## src/rtl/mem_arbiter_pkg.sv

```systemverilog
// Shared types and constants for the two-port memory arbiter.
// State encoding, port identifiers and watchdog defaults.
package mem_arbiter_pkg;

    typedef enum logic [1:0] {
        IDLE  = 2'd0,
        GNT_I = 2'd1,
        GNT_D = 2'd2,
        RESP  = 2'd3
    } state_e;

    localparam logic PORT_I = 1'b0;
    localparam logic PORT_D = 1'b1;

    localparam int TMO_DEFAULT = 64;
    localparam int WDOG_W      = 8;

endpackage

```

## src/rtl/mem_arb_wdog.sv

```systemverilog
// Watchdog for the memory handshake: clearable, enabled up-counter.
// tc_o flags the enabled cycle on which the count reaches LIMIT.
module mem_arb_wdog
    import mem_arbiter_pkg::*;
#(
    parameter int W     = WDOG_W,
    parameter int LIMIT = TMO_DEFAULT
) (
    input  logic clk,
    input  logic reset,
    input  logic clr_i,
    input  logic en_i,
    output logic tc_o
);

    localparam logic [W-1:0] LAST = W'(LIMIT - 1);

    logic [W-1:0] cnt_q;
    logic [W-1:0] cnt_d;

    // Clear wins over count; count only while enabled.
    always_comb begin
        cnt_d = cnt_q;
        if (clr_i) begin
            cnt_d = '0;
        end else if (en_i) begin
            cnt_d = cnt_q + 1'b1;
        end
    end

    // Counter register.
    always_ff @(posedge clk or posedge reset) begin
        if (reset) begin
            cnt_q <= '0;
        end else begin
            cnt_q <= cnt_d;
        end
    end

    assign tc_o = en_i && (cnt_q == LAST);

endmodule

```

## src/rtl/mem_arbiter.sv

```systemverilog
// Two-port (fetch / data) arbiter in front of a single-port memory.
// Alternating priority on contention, watchdog on the memory handshake.
module mem_arbiter
    import mem_arbiter_pkg::*;
#(
    parameter int AW  = 32,
    parameter int DW  = 32,
    parameter int TMO = TMO_DEFAULT
) (
    input  logic          clk,
    input  logic          reset,
    input  logic          i_req,
    input  logic [AW-1:0] i_addr,
    output logic          i_ack,
    output logic [DW-1:0] i_rdata,
    output logic          i_err,
    input  logic          d_req,
    input  logic          d_we,
    input  logic [AW-1:0] d_addr,
    input  logic [DW-1:0] d_wdata,
    output logic          d_ack,
    output logic [DW-1:0] d_rdata,
    output logic          d_err,
    output logic          m_req,
    output logic          m_we,
    output logic [AW-1:0] m_addr,
    output logic [DW-1:0] m_wdata,
    input  logic [DW-1:0] m_rdata,
    input  logic          m_ready,
    output logic          busy
);

    state_e        state_q, state_d;
    logic          last_q, last_d;
    logic          m_req_q, m_req_d;
    logic          m_we_q, m_we_d;
    logic [AW-1:0] m_addr_q, m_addr_d;
    logic [DW-1:0] m_wdata_q, m_wdata_d;
    logic          i_ack_q, i_ack_d;
    logic [DW-1:0] i_rdata_q, i_rdata_d;
    logic          i_err_q, i_err_d;
    logic          d_ack_q, d_ack_d;
    logic [DW-1:0] d_rdata_q, d_rdata_d;
    logic          d_err_q, d_err_d;

    logic          in_gnt;
    logic          wd_clr;
    logic          wd_en;
    logic          wd_tc;
    logic          rsp_done;
    logic          rsp_err;
    logic [DW-1:0] rsp_data;

    assign in_gnt = (state_q == GNT_I) || (state_q == GNT_D);
    assign wd_en  = in_gnt && !m_ready;

    mem_arb_wdog #(
        .W     (WDOG_W),
        .LIMIT (TMO)
    ) u_wdog (
        .clk   (clk),
        .reset (reset),
        .clr_i (wd_clr),
        .en_i  (wd_en),
        .tc_o  (wd_tc)
    );

    // Next state: grant, wait for memory or timeout, one-cycle ack.
    always_comb begin
        state_d   = state_q;
        last_d    = last_q;
        m_req_d   = m_req_q;
        m_we_d    = m_we_q;
        m_addr_d  = m_addr_q;
        m_wdata_d = m_wdata_q;
        i_ack_d   = 1'b0;
        i_rdata_d = i_rdata_q;
        i_err_d   = i_err_q;
        d_ack_d   = 1'b0;
        d_rdata_d = d_rdata_q;
        d_err_d   = d_err_q;
        wd_clr    = 1'b0;
        rsp_done  = 1'b0;
        rsp_err   = 1'b0;
        rsp_data  = '0;
        unique case (state_q)
            IDLE: begin
                if (i_req && (!d_req || last_q == PORT_D)) begin
                    state_d   = GNT_I;
                    last_d    = PORT_I;
                    m_req_d   = 1'b1;
                    m_we_d    = 1'b0;
                    m_addr_d  = i_addr;
                    m_wdata_d = '0;
                    wd_clr    = 1'b1;
                end else if (d_req) begin
                    state_d   = GNT_D;
                    last_d    = PORT_D;
                    m_req_d   = 1'b1;
                    m_we_d    = d_we;
                    m_addr_d  = d_addr;
                    m_wdata_d = d_wdata;
                    wd_clr    = 1'b1;
                end
            end
            GNT_I, GNT_D: begin
                if (m_ready) begin
                    rsp_done = 1'b1;
                    rsp_data = m_we_q ? '0 : m_rdata;
                end else if (wd_tc) begin
                    rsp_done = 1'b1;
                    rsp_err  = 1'b1;
                end
                if (rsp_done) begin
                    m_req_d = 1'b0;
                    state_d = RESP;
                    if (state_q == GNT_I) begin
                        i_ack_d   = 1'b1;
                        i_rdata_d = rsp_data;
                        i_err_d   = rsp_err;
                    end else begin
                        d_ack_d   = 1'b1;
                        d_rdata_d = rsp_data;
                        d_err_d   = rsp_err;
                    end
                end
            end
            RESP: begin
                state_d = IDLE;
            end
        endcase
    end

    // State and output registers; reset abandons any memory op.
    always_ff @(posedge clk or posedge reset) begin
        if (reset) begin
            state_q   <= IDLE;
            last_q    <= PORT_I;
            m_req_q   <= 1'b0;
            m_we_q    <= 1'b0;
            m_addr_q  <= '0;
            m_wdata_q <= '0;
            i_ack_q   <= 1'b0;
            i_rdata_q <= '0;
            i_err_q   <= 1'b0;
            d_ack_q   <= 1'b0;
            d_rdata_q <= '0;
            d_err_q   <= 1'b0;
        end else begin
            state_q   <= state_d;
            last_q    <= last_d;
            m_req_q   <= m_req_d;
            m_we_q    <= m_we_d;
            m_addr_q  <= m_addr_d;
            m_wdata_q <= m_wdata_d;
            i_ack_q   <= i_ack_d;
            i_rdata_q <= i_rdata_d;
            i_err_q   <= i_err_d;
            d_ack_q   <= d_ack_d;
            d_rdata_q <= d_rdata_d;
            d_err_q   <= d_err_d;
        end
    end

    assign m_req   = m_req_q;
    assign m_we    = m_we_q;
    assign m_addr  = m_addr_q;
    assign m_wdata = m_wdata_q;
    assign i_ack   = i_ack_q;
    assign i_rdata = i_rdata_q;
    assign i_err   = i_err_q;
    assign d_ack   = d_ack_q;
    assign d_rdata = d_rdata_q;
    assign d_err   = d_err_q;
    assign busy    = (state_q != IDLE);

endmodule

```

## config.mk

```make
export PLATFORM = sky130hd
export DESIGN_NAME = mem_arbiter
export DESIGN_NICKNAME = d
export VERILOG_FILES = /design/src/rtl/mem_arbiter_pkg.sv /design/src/rtl/mem_arb_wdog.sv /design/src/rtl/mem_arbiter.sv
export SDC_FILE = /design/constraint.sdc
export NUM_CORES = 1
export LEC_CHECK = 0
export ABC_AREA = 1
export CAP_MARGIN = 10
export CORE_ASPECT_RATIO = 0.75
export CORE_MARGIN = 2
export CORE_UTILIZATION = 35
export CTS_BUF_LIST = sky130_fd_sc_hd__clkbuf_16
export DETAILED_ROUTE_END_ITERATION = 16
export PLACE_DENSITY = 0.71
export SLEW_MARGIN = 20
export SYNTH_ARGS = -nofsm -noshare
export SYNTH_HDL_FRONTEND = slang
export SYNTH_SLANG_ARGS = --single-unit
```

## constraint.sdc

```tcl
create_clock -name clk -period 6.24 [get_ports clk]
set_input_delay 1.248 -clock clk [delete_from_list [all_inputs] [get_ports clk]]
set_output_delay 1.248 -clock clk [all_outputs]
set_load 0.02 [all_outputs]
```

### Yosys cells after proc, flatten, opt, wreduce, memory -nomap -nowiden

Cells that the tools add are included.

* register bits: 145

* add/sub/neg operators: 1
* equal/unequal tests: 6
* muxes and demuxes: 32
* bitwise operators: 1
* reductions and logical operators: 18

Operator list (count)
* two-way mux 32 bit: 6
* two-way mux 1 bit: 19
* two-way mux 8 bit: 2
* AND reduction 3 bit: 3
* adder 8 x 1 -> 8 bit (second input constant): 1
* equality test 8 x 6 -> 1 bit (second input constant): 1
* nonzero test 2 bit: 4
* two-way mux 2 bit: 3
* one-hot mux 2 bit (3 select lines): 1
* equality test 2 bit (second input constant): 2
* AND reduction 2 bit: 2
* logical AND 1 bit: 3
* != test 3 bit (second input constant): 1
* equality test 2 x 1 -> 1 bit (second input constant): 1
* logical NOT 1 bit: 2
* logical NOT 2 bit: 1
* logical OR 1 bit: 2
* != test 2 bit (second input constant): 1
* one-hot mux 1 bit (2 select lines): 1
* OR reduction 2 bit: 1
* NOT 1 bit: 1

### Depth between registers and ports, before layout

Gate-level depths: netlist (run 1).

* depth in word-level cells: 9
* depth in mapped cells: 11
* mapped depth without buffers: 9

### Cells and area by module

Synthesis (run 1) repeated with hierarchy kept, for this count alone.

* cells, all modules: 838
* area, all modules: 6565.0 µm²

By module, submodules not included
* mem_arbiter: times used 1, cells an instance 779, area an instance 6119.6 µm²
* mem_arb_wdog: times used 1, cells an instance 59, area an instance 445.4 µm²

### Least setup slack after synthesis (run 1)

Ideal clock, no wire load.

* kind: input -> register
* start: input port m_ready
* end: register d_rdata_q[10], in the netlist d_rdata[10]
* data arrival time: 2.092 ns
* data required time: 6.123 ns
* path slack: 4.031 ns
* stages: 9
* path buffers: 1
* cell sequence: inv_2 nand2_4 nor2_4 nand3_2 nand2_4 nand3_4 buf_2 nand2_1 nand2_1

* word-level cells in the longest chain between the ends: 7
* elaborated cells on any way between the ends: 8
* those cells by class: mux: 4; reduce/logical: 4

Ends and longest elaborated chain
* from (decl): line mem_arbiter.sv:29 `input logic m_ready,`
* logical NOT 1 bit: line mem_arbiter.sv:55 `assign wd_en = in_gnt && !m_ready;`
* logical AND 1 bit: line mem_arbiter.sv:55
* logical AND 1 bit: line mem_arb_wdog.sv:40 `assign tc_o = en_i && (cnt_q == LAST);`
* two-way mux 1 bit: line mem_arbiter.sv:110 `end else if (wd_tc) begin`
* two-way mux 1 bit: line mem_arbiter.sv:107 `if (m_ready) begin`
* two-way mux 1 bit: line mem_arbiter.sv:86 `unique case (state_q)`
* AND reduction 3 bit (no source line)
* to (signal assigned): line mem_arbiter.sv:160 `d_rdata_q <= d_rdata_d;`
* to (decl): line mem_arbiter.sv:43 `logic [DW-1:0] d_rdata_q, d_rdata_d;`

Parallel ways exist; a longest one is shown, timed or not. The select of a mux whose other input is x is not followed.
A chain may end at the register's enable or synchronous reset.

### Worst setup path in the final report (run 1)

* start: input port m_ready
* end: register i_rdata_q[22], in the netlist i_rdata[22]

* word-level cells in the longest chain between the ends: 7
* elaborated cells on any way between the ends: 8
* those cells by class: mux: 4; reduce/logical: 4

Ends and longest elaborated chain
* logical NOT 1 bit: line mem_arbiter.sv:55
* logical AND 1 bit: line mem_arbiter.sv:55
* logical AND 1 bit: line mem_arb_wdog.sv:40
* two-way mux 1 bit: line mem_arbiter.sv:110
* two-way mux 1 bit: line mem_arbiter.sv:107
* two-way mux 1 bit: line mem_arbiter.sv:86
* AND reduction 3 bit (no source line)
* to (signal assigned): line mem_arbiter.sv:157 `i_rdata_q <= i_rdata_d;`
* to (decl): line mem_arbiter.sv:40 `logic [DW-1:0] i_rdata_q, i_rdata_d;`

Parallel ways exist; a longest one is shown, timed or not. The select of a mux whose other input is x is not followed.

==> results_dict.tcl, run 1 <==
set metrics [dict create \
    wl_um 19200 \
    ff2ff_path_depth 10 \
    maxCapViolCount 0 \
    ctsHoldBuffers 0 \
    via_count 6136 \
    cp-end-kind "flop" \
    detail_route.wl_per_cell_um 14.9 \
    syn_area_per_cell_um2 8.33 \
    htree_levels 4 \
    ys_types 27 \
    synth_seq_area_share 0.555 \
    io-pin-count 269 \
    design.die.area_mm2 0.0198 \
    yosysTopAreaCellShare 0.555 \
    hold_viol 0 \
    seqPwrFrac 0.312 \
    clk_latency_ns 0.42 \
    area_growth_pct 51.7 \
    hp-class "reg -> reg" \
    tightest_slew_ns 0.823 \
    syn_inst 785 \
    skew_ns 0.0102 \
    clockBufferDepth 2 \
    grt-ovfl-total 0 \
    grt_pass1_wl_um 31000 \
    final_util 0.539 \
    p_sw_frac 0.416 \
    crit_fanout 67 \
    pwr-share-comb 0.470 \
    hold_ws_ns 0.470 \
    critical_path_class "in -> reg" \
    grtUsageTotal 0.196 \
    cp.depth 9 \
    synth.most_common_cell "nand2_1" \
    grt_max_degree 74 \
    p_clk_frac 0.218 \
    power.density_mw_per_mm2 481 \
    rsz0062_at_grt "false" \
    timing.rr.end "i_rdata[22]$_DFFE_PP0P_" \
    timing.rr.start "state_q[0]$_DFFE_PP0P_" \
    viasPerCell 4.78 \
    cpPeakStageDelay_ns 0.52 \
    period_share 0.529 \
    gp_congestion 0.787 \
    arrival_ns 3.60 \
    cts_tree "done" \
    fp-row-count 43 \
    hold_start "d_rdata[31]$_DFFE_PP0P_" \
    coreArea_mm2 0.0184 \
    cp_num_buf_inv 2 \
    cts_root_buffer "clkbuf_16" \
    clock_sinks 145 \
    maxSlewViolCount 0 \
    synth_area_leaders "dfrtp_1 (55%), nand2_1 (15%), nand4_1 (6.5%)" \
    route.detailed.drc 0 \
    min_delay_path_depth 2 \
    n_fill_cell 1701 \
    start_util 0.355 \
    yosysWarningCount 0 \
    p_sw_mw 1.98 \
    place_hpwl_um 12800 \
    grt_antenna_before_repair 0 \
    fmax_ghz 0.303 \
    min_period_ns 3.30 \
    peakVddDrop_uv 242 \
    die_h_um 122 \
    syn_nets 923 \
    firstDrtPassIters 5 \
    yosys_register_bits 145 \
    post_cts_buffers 0 \
    synth_edf_count 0 \
    p_total_mw 4.77 \
    ys.flop_type "dfrtp_1" \
    portBuffers 268 \
    dpl.cell_count 1251 \
    synthTopCellsByCount "nand2_1 (253), dfrtp_1 (145), nand4_1 (68), nor2_1 (68), o21ai_0 (64)" \
    critPathLaunchType "primary input" \
    async_reset_ff_frac 1.00 \
    cts.reportedPaths.clkPinSlew_ns 0.06 \
    outcome "finished, final reports clean" \
    hold-path-endpoint "d_rdata[31]$_DFFE_PP0P_" \
    drive_above_1_share 0.0550 \
    first_iter_violations 433 \
    setup_viol 0 \
    r2r_slack_ns 3.00 \
    p_int_mw 2.79 \
    slew-limit-headroom 0.451 \
    fin_cells 1283 \
    leakage_nw 4.76 \
    slowest_stage "nand3_4" \
    cts_inserted_buffers 17 \
    cts_resized 0 \
    fp.dieW_um 162 \
    tns_ns 0 \
    worstPathCellList "clkdlybuf4s50_1 > inv_2 > nand2_4 > nor2_4 > nand3_2 > nand2_4 > nand3_4 > nand2_1 > nand2_1" \
    yosysTopAreaCell "dfrtp_1" \
    ant_nets 0 \
    nets 1161 \
    syn-cell-area_mm2 0.00654 \
    required_ns 6.54 \
    n_antenna_cell 0 \
    grt_pass1_vias 6081 \
    critical-path-top-delay-family "simple AND/OR/NAND/NOR gates" \
]
==> logic make-up (layout without fill, tap and decap cells) <==
| family | Yosys count | after routing | synth area share |
|---|---|---|---|
| AO/OA/AOI/OAI | 80 | 80 | 0.0628 |
| adder cells (fa/ha/maj) | 4 | 4 | 0.00765 |
| buffers and inverters | 116 | 367 | 0.0784 |
| flip-flops | 145 | 145 | 0.555 |
| AND/OR/NAND/NOR | 440 | 440 | 0.296 |
==> worst min-delay path, cell delays in order, from the launching register on <==
cell and delay, ns:
dfrtp_1 0.34, nand2_1 0.05, nand2_1 0.04
==> power groups by stage <==
| stage | Clock, mW | Sequential, mW | Combinational, mW |
|---|---|---|---|
| detailed placement | 0 | 1.49 | 2.26 |
| global placement | 0 | 1.49 | 2.24 |
| global route | 1.10 | 1.53 | 2.46 |
| finish | 1.04 | 1.49 | 2.24 |
| floorplan | 0 | 1.88 | 0.868 |
| CTS | 1.07 | 1.49 | 2.27 |
==> through the flow <==
stage	setup slack (ns)	cell area, µm²
floorplan	1.10	6540
global placement	2.57	9320
detailed placement	2.53	9320
CTS	2.99	9920
global route	2.68	9920
finish	2.94	9920
==> layer usage <==
metal	routed length (µm)	track usage	share of wire	up-vias
met3	1400	0.0602	0.073	20
met2	8690	0.306	0.45	185
li1	-	-	-	3016
met1	8810	0.264	0.46	2915
met5	0	0	0	-
met4	288	0.0570	0.015	0
==> worst max-delay path by stage <==
| stage | from | slack (ns) | to |
|---|---|---|---|
| 2_1_floorplan | reset | 1.10 | d_ack$_DFF_PP0_ |
| 3_3_place_gp | m_ready | 2.57 | d_rdata[14]$_DFFE_PP0P_ |
| 3_5_place_dp | m_ready | 2.53 | i_rdata[22]$_DFFE_PP0P_ |
| 4_1_cts | m_ready | 2.99 | i_rdata[22]$_DFFE_PP0P_ |
| 5_1_grt | state_q[0]$_DFFE_PP0P_ | 2.68 | i_rdata[23]$_DFFE_PP0P_ |
| 6_report | m_ready | 2.94 | i_rdata[22]$_DFFE_PP0P_ |
==> state kept, by name (all words and copies together) (netlist names) <==
register	flops
d_ack	1
d_err	1
d_rdata	32
i_ack	1
i_err	1
i_rdata	32
last_q	1
m_addr	32
m_req	1
m_wdata	32
m_we	1
state_q	2
u_wdog.cnt_q	8
==> layout by cell type (no fill, tap or decap), drive strengths merged <==
cell | Yosys | layout
a31o | 1 | 1
clkbuf | 31 | 17
clkinvlp | 0 | 3
o21ai | 72 | 72
buf | 25 | 7
nor4 | 1 | 1
nand2 | 255 | 255
clkinv | 2 | 3
bufinv | 0 | 2
nor2 | 69 | 69
o21a | 1 | 1
ha | 4 | 4
dfrtp | 145 | 145
nor3 | 1 | 1
nor3b | 1 | 1
clkdlybuf4s50 | 0 | 268
inv | 58 | 67
nand4 | 68 | 68
nand3 | 45 | 45
a21oi | 6 | 6
==> area by class of cell <==
class / count / area (µm²) / share of cell area
flip-flops and latches: 145 / 3630 / 0.366
repair buffers: 275 / 2740 / 0.276
inverters: 60 / 233 / 0.0235
clock inverters: 15 / 174 / 0.0175
clock buffers: 17 / 425 / 0.0429
well taps: 247 / 309 / 0.0312
multi-input cells: 524 / 2410 / 0.243
Power figures use the tool's default switching activity.
==> run 2: changes to the inputs <==
Settings changed: PLACE_DENSITY 0.71 to 0.74.
Clock period 6.24 ns to 2.7 ns, I/O delays scaled along.
==> run 2 against run 1 <==
Against the previous run: clock skew is 0.0043 ns lower; sequential share of layout area is 0.32 points lower; final cell count is 0.55% higher; combinational power is 140% higher; core utilization is 0.47 points higher; register-to-register slack worse by 2.4 ns; clock-buffer cell count stayed put; cell area is 0.87% higher; die area stayed put.
==> results_dict.tcl, run 2 (same netlist as run 1, synthesis figures left out) <==
set metrics [dict create \
    outcome "finished, final reports clean" \
    pwr-share-comb 0.482 \
    first_iter_violations 442 \
    tns_ns 0 \
    io-pin-count 269 \
    cts_root_buffer "clkbuf_16" \
    grtUsageTotal 0.204 \
    fp.dieW_um 162 \
    critical_path_class "reg -> out" \
    cts_resized 0 \
    layout_commonest_cell "clkdlybuf4s50_1" \
    crit_fanout 3 \
    p_int_mw 6.44 \
    required_ns 2.16 \
    coreArea_mm2 0.0184 \
    p_sw_mw 4.67 \
    rsz0062_at_grt "false" \
    fin_cells 1290 \
    ant_nets 0 \
    p_sw_frac 0.420 \
    area_growth_pct 53.0 \
    min_period_ns 2.32 \
    fmax_ghz 0.431 \
    n_fill_cell 1687 \
    htree_levels 4 \
    via_count 6232 \
    clock_sinks 145 \
    maxCapViolCount 0 \
    start_util 0.355 \
    gp_congestion 0.778 \
    dpl.cell_count 1258 \
    hold_ws_ns 0.471 \
    firstDrtPassIters 4 \
    design.die.area_mm2 0.0198 \
    clockBufferDepth 2 \
    cts.reportedPaths.clkPinSlew_ns 0.07 \
    portBuffers 268 \
    cts_tree "done" \
    die_h_um 122 \
    seqPwrFrac 0.310 \
    regArea_mm2 0.00363 \
    skew_ns 0.00587 \
    place_hpwl_um 13100 \
    clk_latency_ns 0.42 \
    grt-ovfl-total 0 \
    critPathLaunchType "flop" \
    wl_um 19700 \
    viasPerCell 4.83 \
    cp-end-kind "output pin" \
    drive_above_1_share 0.0594 \
    route.detailed.drc 0 \
    post_cts_buffers 0 \
    tightest_slew_ns 0.637 \
    layout_common_cells "clkdlybuf4s50_1 (268), nand2_1 (253), dfrtp_1 (145), nor2_1 (68), nand4_1 (68)" \
    setup_viol 0 \
    hold_viol 0 \
    grt_pass1_wl_um 32300 \
    slew-limit-headroom 0.575 \
    grt_pass1_vias 6306 \
    grt_antenna_before_repair 0 \
    p_clk_frac 0.209 \
    multi_input_comb_area_mm2 0.00241 \
    hp-class "reg -> reg" \
    detail_route.wl_per_cell_um 15.2 \
    ctsHoldBuffers 0 \
    leakage_nw 4.79 \
    n_antenna_cell 0 \
    cts_inserted_buffers 17 \
    peakVddDrop_uv 521 \
    arrival_ns 1.78 \
    power.density_mw_per_mm2 1110 \
    grt_max_degree 87 \
    nets 1168 \
    maxSlewViolCount 0 \
    fp-row-count 43 \
    period_share 0.858 \
]
run 2: cell count changes in the layout (fill, tap and decap cells not counted), sizes merged:
cell and change:
inv -2, bufinv -1, buf +7, clkinvlp +2
clkinv +1
run 2: area by class of cell:
class | count | share of cell area
Tap cell | 247 | 0.0309
Clock buffer | 17 | 0.0425
Inverter | 60 | 0.0229
Timing Repair Buffer | 282 | 0.285
Sequential cell | 145 | 0.363
Multi-Input combinational cell | 524 | 0.241
Clock inverter | 15 | 0.0151
run 2: per-layer routing:
layer  share of wire  GRT usage
met1            0.46      0.276
met2            0.45      0.316
met3           0.074     0.0618
met4           0.017     0.0653
met5               0          0
run 2: metrics by stage:
step	setup slack [ns]	instance area (µm²)	utilization	power (mW)
after floorplan	0.341	6540	-	6.36
after global placement	0.379	9430	0.512	8.74
after detailed placement	0.319	9430	0.512	8.83
after CTS	0.347	10000	0.544	11.2
after global routing	0.321	10000	0.544	11.8
final	0.382	10000	0.544	11.1
run 2: worst paths after layout:
path	start	to	slack (ns)	depth (start not counted)
worst max-delay path	state_q[0]$_DFFE_PP0P_	busy	0.38	4
worst min register to register	i_rdata[5]$_DFFE_PP0P_	i_rdata[5]$_DFFE_PP0P_	0.47	2
worst min-delay path	i_rdata[5]$_DFFE_PP0P_	i_rdata[5]$_DFFE_PP0P_	0.47	2
worst max register to register	state_q[0]$_DFFE_PP0P_	i_rdata[28]$_DFFE_PP0P_	0.56	9
min in group asynchronous	reset	m_we$_DFFE_PP0P_	0.58	3
max in group asynchronous	reset	d_rdata[16]$_DFFE_PP0P_	1.70	3
run 2: critical path, stage by stage (launching register included):
cell and delay (ns):
dfrtp_1 0.38, inv_1 0.07, ha_2 0.21, inv_1 0.06, clkdlybuf4s50_1 0.63
run 2: power groups by stage:
stage | clock (mW) | combinational (mW) | sequential (mW)
4_1_cts | 2.37 | 5.39 | 3.44
3_3_place_gp | 0 | 5.29 | 3.44
2_1_floorplan | 0 | 2.01 | 4.35
5_1_grt | 2.46 | 5.82 | 3.54
3_5_place_dp | 0 | 5.37 | 3.46
6_report | 2.32 | 5.35 | 3.44
